$ cat config.mk
export PLATFORM = sky130hd
export DESIGN_NAME = mac_job_arbiter
export DESIGN_NICKNAME = d
export VERILOG_FILES = /design/src/rtl/mac_arb_pkg.sv /design/src/rtl/rr_arbiter.sv /design/src/rtl/mac_job_arbiter.sv
export SDC_FILE = /design/constraint.sdc
export NUM_CORES = 1
export LEC_CHECK = 0
export ABC_AREA = 1
export BUFFER_PORTS_ARGS = -buffer_cell sky130_fd_sc_hd__buf_2
export CAP_MARGIN = 20
export CORE_MARGIN = 4
export CORE_UTILIZATION = 40
export CTS_BUF_LIST = sky130_fd_sc_hd__clkbuf_4 sky130_fd_sc_hd__clkbuf_8
export DETAILED_ROUTE_END_ITERATION = 8
export PLACE_DENSITY = 0.69
export SYNTH_ARGS = -nofsm -noshare
export SYNTH_HDL_FRONTEND = slang
export SYNTH_SLANG_ARGS = --single-unit
export TNS_END_PERCENT = 20
$ cat constraint.sdc
create_clock -name clk -period 2.9 [get_ports clk]
set_input_delay 0.58 -clock clk [delete_from_list [all_inputs] [get_ports clk]]
set_output_delay 0.58 -clock clk [all_outputs]
set_load 0.005 [all_outputs]
$ cat src/rtl/mac_arb_pkg.sv
// mac_arb_pkg
//   Shared types and default sizes for the MAC job arbiter.
//   state_e : job FSM states (IDLE, GRANT, CLEAR, STREAM, DRAIN, DONE)
//   DEFAULT_* : default operand/accumulator/length widths and MAC latency
package mac_arb_pkg;

  localparam int unsigned DEFAULT_DATA_W  = 8;
  localparam int unsigned DEFAULT_ACC_W   = 16;
  localparam int unsigned DEFAULT_LEN_W   = 4;
  localparam int unsigned DEFAULT_MAC_LAT = 3;

  typedef enum logic [2:0] {
    IDLE,
    GRANT,
    CLEAR,
    STREAM,
    DRAIN,
    DONE
  } state_e;

endpackage

$ cat src/rtl/rr_arbiter.sv
// rr_arbiter
//   Combinational round-robin pick: first set req bit at or after rr_ptr,
//   wrapping around.
//   req    : request vector
//   rr_ptr : search start position
//   owner  : index of the picked requester (0 when none)
//   found  : a request was picked
module rr_arbiter
  import mac_arb_pkg::*;
#(
  parameter int unsigned NREQ = 4
) (
  input  logic [NREQ-1:0]         req,
  input  logic [$clog2(NREQ)-1:0] rr_ptr,
  output logic [$clog2(NREQ)-1:0] owner,
  output logic                    found
);

  localparam int unsigned IDW = $clog2(NREQ);

  logic [IDW-1:0] cand;

  always_comb begin
    owner = '0;
    found = 1'b0;
    cand  = '0;
    for (int unsigned k = 0; k < NREQ; k++) begin
      cand = IDW'((32'(rr_ptr) + k) % NREQ);
      if (!found && req[cand]) begin
        found = 1'b1;
        owner = cand;
      end
    end
  end

endmodule

$ cat src/rtl/mac_job_arbiter.sv
// mac_job_arbiter
//   Shares one signed multiply-accumulate pipeline between NREQ requesters.
//   Jobs are picked round-robin; each job clears the accumulator, streams
//   its operand pairs into the MAC, waits for all results and returns the
//   final sum with a sticky overflow flag and the owner ID.
//
//   Optional feature: define MAC_ARB_TIMEOUT_EN to add a stall watchdog
//   (TIMEOUT cycles without handshake or MAC result aborts the job) and
//   the res_timeout output.
//
// Ports
//   clk, reset            : clock, synchronous active-high reset
//   req / req_len / gnt   : job request, job length, one-cycle grant
//   op_a/op_b/op_valid    : per-requester operand pair stream
//   op_ready              : operand pair accepted (owner's bit only)
//   mac_clear             : MAC synchronous clear (held during reset)
//   mac_a/mac_b/mac_valid_in : operand pair to the MAC
//   mac_f/mac_overflow/mac_valid_out : MAC result
//   res_f/res_ovf/res_id/res_valid   : job result, one-cycle pulse
//   res_timeout           : job aborted by watchdog (MAC_ARB_TIMEOUT_EN only)
//   busy                  : FSM not in IDLE
module mac_job_arbiter
  import mac_arb_pkg::*;
#(
  parameter int unsigned NREQ    = 4,
  parameter int unsigned DATA_W  = DEFAULT_DATA_W,
  parameter int unsigned ACC_W   = DEFAULT_ACC_W,
  parameter int unsigned LEN_W   = DEFAULT_LEN_W,
  parameter int unsigned MAC_LAT = DEFAULT_MAC_LAT,
  parameter int unsigned TIMEOUT = 64
) (
  input  logic                    clk,
  input  logic                    reset,
  input  logic [NREQ-1:0]         req,
  input  logic [NREQ*LEN_W-1:0]   req_len,
  output logic [NREQ-1:0]         gnt,
  input  logic [NREQ*DATA_W-1:0]  op_a,
  input  logic [NREQ*DATA_W-1:0]  op_b,
  input  logic [NREQ-1:0]         op_valid,
  output logic [NREQ-1:0]         op_ready,
  output logic                    mac_clear,
  output logic [DATA_W-1:0]       mac_a,
  output logic [DATA_W-1:0]       mac_b,
  output logic                    mac_valid_in,
  input  logic [ACC_W-1:0]        mac_f,
  input  logic                    mac_overflow,
  input  logic                    mac_valid_out,
  output logic [ACC_W-1:0]        res_f,
  output logic                    res_ovf,
  output logic [$clog2(NREQ)-1:0] res_id,
  output logic                    res_valid,
`ifdef MAC_ARB_TIMEOUT_EN
  output logic                    res_timeout,
`endif
  output logic                    busy
);

  localparam int unsigned IDW = $clog2(NREQ);

  state_e          state;
  logic [IDW-1:0]  owner_q;
  logic [IDW-1:0]  rr_ptr;
  logic [IDW-1:0]  pick;
  logic [IDW-1:0]  ptr_nx;
  logic            found;
  logic [LEN_W-1:0] len_q;
  logic [LEN_W:0]  len_ext;
  logic [LEN_W:0]  issued;
  logic [LEN_W:0]  issued_nx;
  logic [LEN_W:0]  returned;
  logic [LEN_W:0]  returned_nx;
  logic            ovf_sticky;
  logic            hs;

  logic [DATA_W-1:0] a_arr   [NREQ];
  logic [DATA_W-1:0] b_arr   [NREQ];
  logic [LEN_W-1:0]  len_arr [NREQ];

  rr_arbiter #(
    .NREQ(NREQ)
  ) u_rr (
    .req   (req),
    .rr_ptr(rr_ptr),
    .owner (pick),
    .found (found)
  );

  always_comb begin
    for (int unsigned i = 0; i < NREQ; i++) begin
      a_arr[i]   = op_a[i*DATA_W +: DATA_W];
      b_arr[i]   = op_b[i*DATA_W +: DATA_W];
      len_arr[i] = req_len[i*LEN_W +: LEN_W];
    end
  end

  always_comb begin
    len_ext     = {1'b0, len_q};
    hs          = (state == STREAM) && op_valid[owner_q] && op_ready[owner_q];
    issued_nx   = issued + {{LEN_W{1'b0}}, hs};
    returned_nx = returned + {{LEN_W{1'b0}}, mac_valid_out};
    ptr_nx      = (owner_q == IDW'(NREQ - 1)) ? '0 : owner_q + 1'b1;
  end

`ifdef MAC_ARB_TIMEOUT_EN
  localparam int unsigned STALL_W = $clog2(TIMEOUT + 1);

  logic [STALL_W-1:0] stall_cnt;
  logic [STALL_W-1:0] stall_nx;
  logic               stall_hit;

  always_comb begin
    stall_nx  = (hs || mac_valid_out) ? '0 : stall_cnt + 1'b1;
    stall_hit = ((state == STREAM) || (state == DRAIN)) && (stall_nx == STALL_W'(TIMEOUT));
  end
`endif

  always_ff @(posedge clk) begin
    if (reset) begin
      state        <= IDLE;
      owner_q      <= '0;
      rr_ptr       <= '0;
      len_q        <= '0;
      issued       <= '0;
      returned     <= '0;
      ovf_sticky   <= 1'b0;
      gnt          <= '0;
      op_ready     <= '0;
      mac_clear    <= 1'b1;
      mac_a        <= '0;
      mac_b        <= '0;
      mac_valid_in <= 1'b0;
      res_f        <= '0;
      res_ovf      <= 1'b0;
      res_id       <= '0;
      res_valid    <= 1'b0;
      busy         <= 1'b0;
`ifdef MAC_ARB_TIMEOUT_EN
      stall_cnt    <= '0;
      res_timeout  <= 1'b0;
`endif
    end else begin
      gnt          <= '0;
      op_ready     <= '0;
      mac_clear    <= 1'b0;
      mac_a        <= '0;
      mac_b        <= '0;
      mac_valid_in <= 1'b0;
      res_valid    <= 1'b0;
`ifdef MAC_ARB_TIMEOUT_EN
      res_timeout  <= 1'b0;
`endif
      case (state)
        IDLE: begin
          if (found) begin
            owner_q    <= pick;
            len_q      <= len_arr[pick];
            gnt[pick]  <= 1'b1;
            busy       <= 1'b1;
            state      <= GRANT;
          end
        end
        GRANT: begin
          rr_ptr    <= ptr_nx;
          mac_clear <= 1'b1;
          state     <= CLEAR;
        end
        CLEAR: begin
          issued     <= '0;
          returned   <= '0;
          ovf_sticky <= 1'b0;
`ifdef MAC_ARB_TIMEOUT_EN
          stall_cnt  <= '0;
`endif
          if (len_q == '0) begin
            res_f     <= '0;
            res_ovf   <= 1'b0;
            res_id    <= owner_q;
            res_valid <= 1'b1;
            state     <= DONE;
          end else begin
            op_ready[owner_q] <= 1'b1;
            state             <= STREAM;
          end
        end
        STREAM: begin
          ovf_sticky <= ovf_sticky | mac_overflow;
          returned   <= returned_nx;
          issued     <= issued_nx;
          if (hs) begin
            mac_a        <= a_arr[owner_q];
            mac_b        <= b_arr[owner_q];
            mac_valid_in <= 1'b1;
          end
          // op_ready is registered, so it is computed from the post-handshake count
          if (issued_nx == len_ext) begin
            state <= DRAIN;
          end else begin
            op_ready[owner_q] <= 1'b1;
          end
        end
        DRAIN: begin
          ovf_sticky <= ovf_sticky | mac_overflow;
          returned   <= returned_nx;
          if (mac_valid_out && (returned_nx == len_ext)) begin
            res_f     <= mac_f;
            res_ovf   <= ovf_sticky | mac_overflow;
            res_id    <= owner_q;
            res_valid <= 1'b1;
            state     <= DONE;
          end
        end
        DONE: begin
          busy  <= 1'b0;
          state <= IDLE;
        end
        default: begin
          busy  <= 1'b0;
          state <= IDLE;
        end
      endcase
`ifdef MAC_ARB_TIMEOUT_EN
      if ((state == STREAM) || (state == DRAIN)) begin
        stall_cnt <= stall_nx;
      end
      // Watchdog overrides whatever STREAM/DRAIN decided this cycle
      if (stall_hit) begin
        op_ready    <= '0;
        res_f       <= '0;
        res_ovf     <= 1'b1;
        res_id      <= owner_q;
        res_valid   <= 1'b1;
        res_timeout <= 1'b1;
        state       <= DONE;
      end
`endif
    end
  end

  // A stall limit not exceeding the MAC latency would abort every job
  a_cfg_ok: assert property (@(posedge clk)
    (NREQ >= 2) && (NREQ <= 8) && (MAC_LAT >= 1) && (TIMEOUT > MAC_LAT));

endmodule

==> results.sh, run 1 <==
export IMPL_grtUsageTotal=0.183
export IMPL_grt_max_degree=38
export IMPL_hp_class="reg2reg"
export IMPL_die_height_um=103
export IMPL_pin_count=155
export IMPL_synthToLayoutAreaGrowth_pct=28.1
export IMPL_worst_skew_pair_late_latency_ns=0.34
export IMPL_worstPathMaxFanout=37
export IMPL_fin_tns_setup_ns=0
export IMPL_io_buffers=154
export IMPL_p_seq_frac=0.299
export IMPL_finalHoldViolations=0
export IMPL_power_internal_mw=2.10
export IMPL_finalNetCount=792
export IMPL_fin_skew_ns=0.0103
export IMPL_r2r_cells=14
export IMPL_ys_types=34
export IMPL_postCtsSetupRepairBufs=0
export IMPL_worstMarginPinSlew_ns=0.697
export IMPL_cts_hold_buf=0
export IMPL_hold_ws_ns=0.483
export IMPL_layout_drive_gt1_share=0.316
export IMPL_reg2reg_slack_ns=0.53
export IMPL_fin_crit_ns=2.38
export IMPL_switching_share=0.475
export IMPL_avgRoutedWirePerCell_um=12.7
export IMPL_via_count=3879
export IMPL_yosysWarningCount=0
export IMPL_start_util=0.415
export IMPL_cts_buffers_inserted=9
export IMPL_cp_endpoint="res_ovf$_SDFFE_PP0P_"
export IMPL_clk_pin_slew_ns=0.08
export IMPL_drc=0
export IMPL_routed_wl_um=10000
export IMPL_cellLeakagePower_nw=2.31
export IMPL_crit_path_end_kind="register"
export IMPL_grt_pass1_vias=3444
export IMPL_synth_avg_cell_area_um2=6.91
export IMPL_die_w_um=103
export IMPL_num_antenna_cells=0
export IMPL_drtAntennaViolNets=0
export IMPL_p_sw_mw=1.91
export IMPL_core_area_mm2=0.00876
export IMPL_crit_required_ns=3.13
export IMPL_drtPass1Iterations=4
export IMPL_min_period_over_period=0.820
export IMPL_clock_sinks=69
export IMPL_r2r_start="owner_q[0]$_SDFFE_PP0P_"
export IMPL_cp_arrival_ns=2.61
export IMPL_slew_headroom=0.535
export IMPL_slew_violations=0
export IMPL_overflow=0
export IMPL_synth_fp_nets=642
export IMPL_cp_startpoint="mac_valid_out"
export IMPL_status="finished clean"
export IMPL_ys_ff_latch=69
export IMPL_p_total_mw=4.01
export IMPL_powerDensity_mw_per_mm2=861
export IMPL_clockBufferDepth=2
export IMPL_fin_ws_ns=0.522
export IMPL_grt_setup_unrepaired="false"
export IMPL_startpoint_type="primary input"
export IMPL_ys_seq_area_frac=0.380
export IMPL_post_place_ws_ns=0.158
export IMPL_fmax_mhz=421
export IMPL_critPathKind="in2reg"
export IMPL_tritoncts="built"
export IMPL_max_cap_violations=0
export IMPL_dp_hpwl_um=7710
export IMPL_r2r_end="op_ready[2]$_SDFF_PP0_"
export IMPL_htreeDepth=3
export IMPL_viasPerCell=4.92
export IMPL_post_dp_cell_area_mm2=0.00448
export IMPL_finalInstanceArea_mm2=0.00466
export IMPL_clock_power_share=0.179
export IMPL_antenna_found_initial=0
export IMPL_power_frac_comb=0.522
export IMPL_drt_iter0_markers=128
export IMPL_gp_congestion=0.850
export IMPL_synth_area_mm2=0.00363
export IMPL_ir_drop_v=0.000638
export IMPL_dieArea_mm2=0.0107
export IMPL_clock_root_buffer="clkbuf_8"
export IMPL_grt_pass1_wl_um=15600
export IMPL_setup_viol=0
export IMPL_rows=34
export IMPL_synth_cells=526
-- synthesized netlist by cell type (all sizes together) --
library cell | count | area share
dlymetal6s2s | 1 | 0.0034
clkbuf | 12 | 0.013
ha | 8 | 0.028
buf | 12 | 0.022
a21oi | 37 | 0.051
inv | 33 | 0.036
a31oi | 1 | 0.0017
o22ai | 1 | 0.0017
and3 | 1 | 0.0017
nor4 | 1 | 0.0017
nand3b | 1 | 0.0021
a211oi | 2 | 0.0041
nor2 | 87 | 0.094
nand4 | 11 | 0.019
nor3 | 8 | 0.011
clkinv | 1 | 0.0010
xor2 | 4 | 0.0096
nand3 | 59 | 0.089
xnor2 | 4 | 0.0096
o21ai | 58 | 0.081
dfxtp | 69 | 0.38
nand2 | 110 | 0.13
or2 | 5 | 0.0086
-- final cells by class --
cell class	count	area (um^2)
fillers	879	4110
multi-input cells	398	1980
flip-flops and latches	69	1380
repair buffers	164	846
inverters	34	135
well taps	108	135
clock buffers	9	124
clock inverters	7	55.1
-- cell usage in the layout, fill, tap and decap left out, types with 2 or more instances in the layout --
cell / n
o21ai_0: 57
a211oi_1: 2
nand2_1: 91
buf_4: 10
inv_1: 29
buf_2: 154
nand2_4: 3
nor2_1: 86
xor2_1: 4
or2_2: 5
nand4_1: 11
nand3_2: 3
clkinvlp_4: 2
nand3_1: 55
inv_2: 3
xnor2_1: 4
dfxtp_1: 68
inv_6: 4
a21oi_1: 37
nor3_1: 8
clkbuf_8: 9
nand2_2: 16
ha_1: 8
-- sequential cells by signal, indices dropped and copies added (netlist names), 2 cells and up --
| name | cells |
|---|---|
| gnt | 4 |
| op_ready | 4 |
| returned | 5 |
| owner_q | 2 |
| state | 3 |
| mac_b | 8 |
| len_q | 4 |
| rr_ptr | 2 |
| issued | 5 |
| mac_a | 8 |
| res_f | 16 |
| res_id | 2 |
-- repair_timing --
item,CTS,global route
hold endpoints to repair,0,0
resized for setup,0,1
setup endpoints to repair,0,3
-- worst min path at each step --
stage	from	endpoint	cells past startpoint
final	issued[4]$_SDFFE_PP0P_	issued[4]$_SDFFE_PP0P_	2
after global placement	issued[0]$_SDFFE_PP0P_	issued[0]$_SDFFE_PP0P_	2
after detailed placement	issued[4]$_SDFFE_PP0P_	issued[4]$_SDFFE_PP0P_	2
after floorplan	returned[0]$_SDFFE_PP0P_	returned[0]$_SDFFE_PP0P_	2
after global routing	mac_f[2]	res_f[2]$_SDFFE_PP0P_	3
after CTS	issued[4]$_SDFFE_PP0P_	issued[4]$_SDFFE_PP0P_	2
-- cells by family (layout without fill, tap and decap cells) --
logic type | count (synthesis) | after routing | share of synthesized area
AND/OR/NAND/NOR | 283 | 283 | 0.358
AO/OA/AOI/OAI | 99 | 99 | 0.139
flip-flops | 69 | 69 | 0.380
buffers and inverters | 59 | 214 | 0.0754
adder cells (fa/ha/maj) | 8 | 8 | 0.0275
XOR/XNOR | 8 | 8 | 0.0193
-- power by group through the flow --
| stage | combinational [mW] | sequential (mW) | clock (mW) |
|---|---|---|---|
| after global placement | 2.05 | 1.21 | 0 |
| after detailed placement | 2.10 | 1.22 | 0 |
| final | 2.09 | 1.20 | 0.718 |
| after global routing | 2.43 | 1.22 | 0.788 |
| after CTS | 2.11 | 1.20 | 0.742 |
| after floorplan | 1.70 | 1.17 | 0 |
-- per-stage QoR --
| step | util | std cells |
|---|---|---|
| final | 0.531 | 789 |
| after global routing | 0.531 | 789 |
| after CTS | 0.531 | 789 |
| after detailed placement | 0.511 | 773 |
| after global placement | 0.511 | 773 |
| after floorplan | - | 526 |
-- routing by layer --
metal,part of all wire,wire length [um],up-vias,global-route usage
met1,0.42,4250,1703,0.225
met2,0.47,4770,138,0.317
li1,-,-,2032,-
met3,0.093,930,6,0.0476
met4,0.0089,89,0,0.0508
met5,0,0,-,0
-- worst max-delay path, cell delays in order --
cell,delay [ns]
buf_2,0.11
ha_1,0.21
ha_1,0.21
or2_2,0.29
nand2_1,0.07
xor2_1,0.15
nor3_1,0.07
nand2_1,0.07
nand2_1,0.10
nand2_2,0.44
inv_1,0.14
nor2_1,0.13
a21oi_1,0.05
Note: power is estimated with default switching activity, not from simulation.
==> inputs of run 2 (changes only) <==
--- a/config.mk
+++ b/config.mk
@@ -5,14 +5,14 @@
 export SDC_FILE = /design/constraint.sdc
 export NUM_CORES = 1
 export LEC_CHECK = 0
-export ABC_AREA = 1
+export ABC_AREA = 0
 export BUFFER_PORTS_ARGS = -buffer_cell sky130_fd_sc_hd__buf_2
 export CAP_MARGIN = 20
 export CORE_MARGIN = 4
 export CORE_UTILIZATION = 40
 export CTS_BUF_LIST = sky130_fd_sc_hd__clkbuf_4 sky130_fd_sc_hd__clkbuf_8
 export DETAILED_ROUTE_END_ITERATION = 8
-export PLACE_DENSITY = 0.69
+export PLACE_DENSITY = 0.73
 export SYNTH_ARGS = -nofsm -noshare
 export SYNTH_HDL_FRONTEND = slang
 export SYNTH_SLANG_ARGS = --single-unit
==> constraint.sdc (replaced) <==
create_clock -name clk -period 2 [get_ports clk]
set_input_delay 0.4 -clock clk [delete_from_list [all_inputs] [get_ports clk]]
set_output_delay 0.4 -clock clk [all_outputs]
set_load 0.005 [all_outputs]
==> run 2 against run 1 <==
Against the previous run: the flow now finishes with violations (setup timing); sequential cell count unchanged; die area down 7.9%; sequential share of layout area down 0.94 points; hold slack worse by 0.22 ns; clock power up 80%; count of clock-buffer cells in the layout up 2; synthesized area down 8.5%; first-iteration DRC count down 4.7%; synthesized cell count down 37%; non-clock buffer count up 27; register-to-register slack worse by 1.0 ns; final cell count down 21%; critical path type is now reg2reg; largest cell class unchanged; largest power group is now registers; highest routed layer unchanged.
==> results.sh, run 2 <==
export IMPL_fin_tns_setup_ns=-8.43
export IMPL_netlist_top_cells_area="dfxtp_1 (42%), mux4_2 (11%), a22o_1 (4.5%)"
export IMPL_slew_headroom=0.409
export IMPL_yosys_top_cells_count="dfxtp_1 (69), nor2_1 (26), and3_1 (21), nand2_1 (19), a22o_1 (17)"
export IMPL_p_total_mw=4.47
export IMPL_gp_congestion=0.869
export IMPL_synth_top_cell_by_area="dfxtp_1"
export IMPL_clockBufferDepth=2
export IMPL_path_common_cell="ha_4"
export IMPL_r2r_end="state[0]$_SDFFE_PP0P_"
export IMPL_synth_avg_cell_area_um2=10.0
export IMPL_fin_ws_ns=-0.475
export IMPL_num_antenna_cells=0
export IMPL_crit_buf_inv=1
export IMPL_cp_endpoint="state[0]$_SDFFE_PP0P_"
export IMPL_fmax_mhz=404
export IMPL_crit_path_end_kind="register"
export IMPL_htreeDepth=3
export IMPL_status="finished, violations left"
export IMPL_worstMarginPinSlew_ns=0.875
export IMPL_synth_cells=332
export IMPL_avgRoutedWirePerCell_um=15.1
export IMPL_yosysWarningCount=0
export IMPL_die_height_um=99.2
export IMPL_synth_area_mm2=0.00332
export IMPL_dp_hpwl_um=7140
export IMPL_grtUsageTotal=0.191
export IMPL_startpoint_type="register"
export IMPL_ir_drop_v=0.000365
export IMPL_dieArea_mm2=0.00983
export IMPL_worst_skew_pair_late_latency_ns=0.36
export IMPL_fin_skew_ns=0.0116
export IMPL_pin_count=155
export IMPL_tritoncts="built"
export IMPL_drt_iter0_markers=122
export IMPL_async_flop_share=0
export IMPL_layout_drive_gt1_share=0.488
export IMPL_mostFrequentLayoutCells="buf_2 (154), dfxtp_1 (66), buf_4 (36), nor2_1 (25), and3_1 (19)"
export IMPL_final_common_cell="buf_2"
export IMPL_drtAntennaViolNets=0
export IMPL_netlist_area_leader_share=0.416
export IMPL_fin_crit_ns=2.47
export IMPL_top_regs="res_f x16, mac_a x8, mac_b x8"
export IMPL_ys_seq_area_frac=0.416
export IMPL_clk_pin_slew_ns=0.07
export IMPL_ys_ff_latch=69
export IMPL_clock_root_buffer="clkbuf_8"
export IMPL_routed_wl_um=9390
export IMPL_min_period_over_period=1.24
export IMPL_powerDensity_mw_per_mm2=926
export IMPL_start_util=0.421
export IMPL_drc=0
export IMPL_cp_arrival_ns=2.67
export IMPL_fill_cells=691
export IMPL_grt_setup_unrepaired="true"
export IMPL_max_cap_violations=0
export IMPL_reg2reg_slack_ns=-0.47
export IMPL_largest_reg_flops=16
export IMPL_violations="setup timing"
export IMPL_finalNetCount=629
export IMPL_hp_class="in2reg"
export IMPL_slowest_delay_ns=0.41
export IMPL_drtPass1Iterations=4
export IMPL_yosysMostFrequentCell="dfxtp_1"
export IMPL_antenna_found_initial=0
export IMPL_r2r_cells=12
export IMPL_cts_hold_buf=0
export IMPL_synth_edf_count=0
export IMPL_synthFlopType="dfxtp_1"
export IMPL_grt_pass1_wl_um=15200
export IMPL_slew_violations=0
export IMPL_finalHoldViolations=0
export IMPL_crit_required_ns=2.20
export IMPL_grt_max_degree=25
export IMPL_cp_num_cells=12
export IMPL_rows=32
export IMPL_die_w_um=99.2
export IMPL_clock_sinks=69
export IMPL_path_cells="and3_4 > a31oi_4 > a211oi_4 > ha_4 > ha_4 > and4b_1 > a22oi_2 > a2111oi_4 > buf_4 > o21ai_2 > nand2_1 > a21oi_2"
export IMPL_cts_buffers_inserted=9
export IMPL_viasPerCell=5.31
export IMPL_overflow=0
export IMPL_via_count=3293
export IMPL_worstPathMaxFanout=5
export IMPL_critPathTopFamily="compound AO/OA/AOI/OAI gates"
export IMPL_core_area_mm2=0.00789
export IMPL_hold_ws_ns=0.260
export IMPL_critPathKind="reg2reg"
export IMPL_synthToLayoutAreaGrowth_pct=45.2
export IMPL_cp_startpoint="owner_q[0]$_SDFFE_PP0P_"
export IMPL_top_register="res_f"
export IMPL_synth_fp_nets=448
export IMPL_r2r_start="owner_q[0]$_SDFFE_PP0P_"
export IMPL_cpMaxStageDelayCell="dfxtp_4"
export IMPL_grt_pass1_vias=3250
export IMPL_setup_viol=28
export IMPL_cellLeakagePower_nw=2.30
export IMPL_io_buffers=154
export IMPL_ys_types=47
[run 2: cell count changes after synthesis, sizes merged, moves of 21 or more]
cell	previous run	this run
nand3	59	12
a21oi	37	16
inv	33	10
o21ai	58	10
nor2	87	26
nand2	110	19
[run 2: worst register-to-register path: stages, from the launching register on]
cell and delay [ns]:
dfxtp_4 0.41, and3_4 0.21, a31oi_4 0.04, a211oi_4 0.28, ha_4 0.19, ha_4 0.15, and4b_1 0.20, a22oi_2 0.09
a2111oi_4 0.37, buf_4 0.18, o21ai_2 0.05, nand2_1 0.10, a21oi_2 0.06
[run 2: worst min path at each step]
| stage | from | endpoint | slack [ns] | cells after the start |
|---|---|---|---|---|
| after floorplan | issued[0]$_SDFFE_PP0P_ | issued[0]$_SDFFE_PP0P_ | 0.47 | 2 |
| after global placement | res_f[9]$_SDFFE_PP0P_ | res_f[9]$_SDFFE_PP0P_ | 0.45 | 1 |
| final | mac_f[2] | res_f[2]$_SDFFE_PP0P_ | 0.26 | 2 |
| after global routing | mac_f[2] | res_f[2]$_SDFFE_PP0P_ | 0.25 | 2 |
| after CTS | mac_f[2] | res_f[2]$_SDFFE_PP0P_ | 0.24 | 2 |
| after detailed placement | res_f[7]$_SDFFE_PP0P_ | res_f[7]$_SDFFE_PP0P_ | 0.45 | 1 |
[run 2: report_power, final]
part,switching [mW],leakage [nW],internal [mW]
clock network,0.533,0.117,0.754
logic,0.787,1.62,0.787
registers,0.115,0.560,1.49
total,1.43,2.30,3.03
[run 2: repair_timing]
item	4_1_cts	5_1_grt
buffers inserted	1	0
resized for setup	12	2
gates cloned	0	0
pin swaps	12	3
endpoints found under the setup margin	28	29
[run 2: stage by stage]
stage | util | setup WS, ns | std cells | cell area [um^2]
floorplan | - | -0.561 | 332 | 3460
global placement | 0.573 | -0.645 | 603 | 4520
detailed placement | 0.573 | -0.684 | 603 | 4520
CTS | 0.610 | -0.474 | 620 | 4810
global route | 0.612 | -0.621 | 620 | 4820
finish | 0.612 | -0.475 | 620 | 4820
[run 2: final cells by class]
class	count	area [um^2]	share of cell area
Clock buffer	11	145	0.0301
Timing Repair Buffer	191	1060	0.220
Sequential cell	69	1390	0.288
Tap cell	102	128	0.0265
Inverter	10	45.0	0.00934
Multi-Input combinational cell	232	1980	0.409
Clock inverter	5	82.6	0.0171
[run 2: layer usage]
layer  vias to the layer above  track usage  wire (um)  part of all wire
li1                       1614            -          -                 -
met1                      1531        0.225       3800              0.40
met2                       132        0.329       4570              0.49
met3                        16       0.0568        816             0.087
met4                         0       0.0725        200             0.021
met5                         -            0          0                 0
[run 2: logic make-up after synthesis]
logic type,share of synthesized area
compound gates,0.170
xor+xnor,0.0264
fa+ha+maj,0.0301
buf+inv,0.0407
flops,0.416
mux,0.139
simple gates,0.178
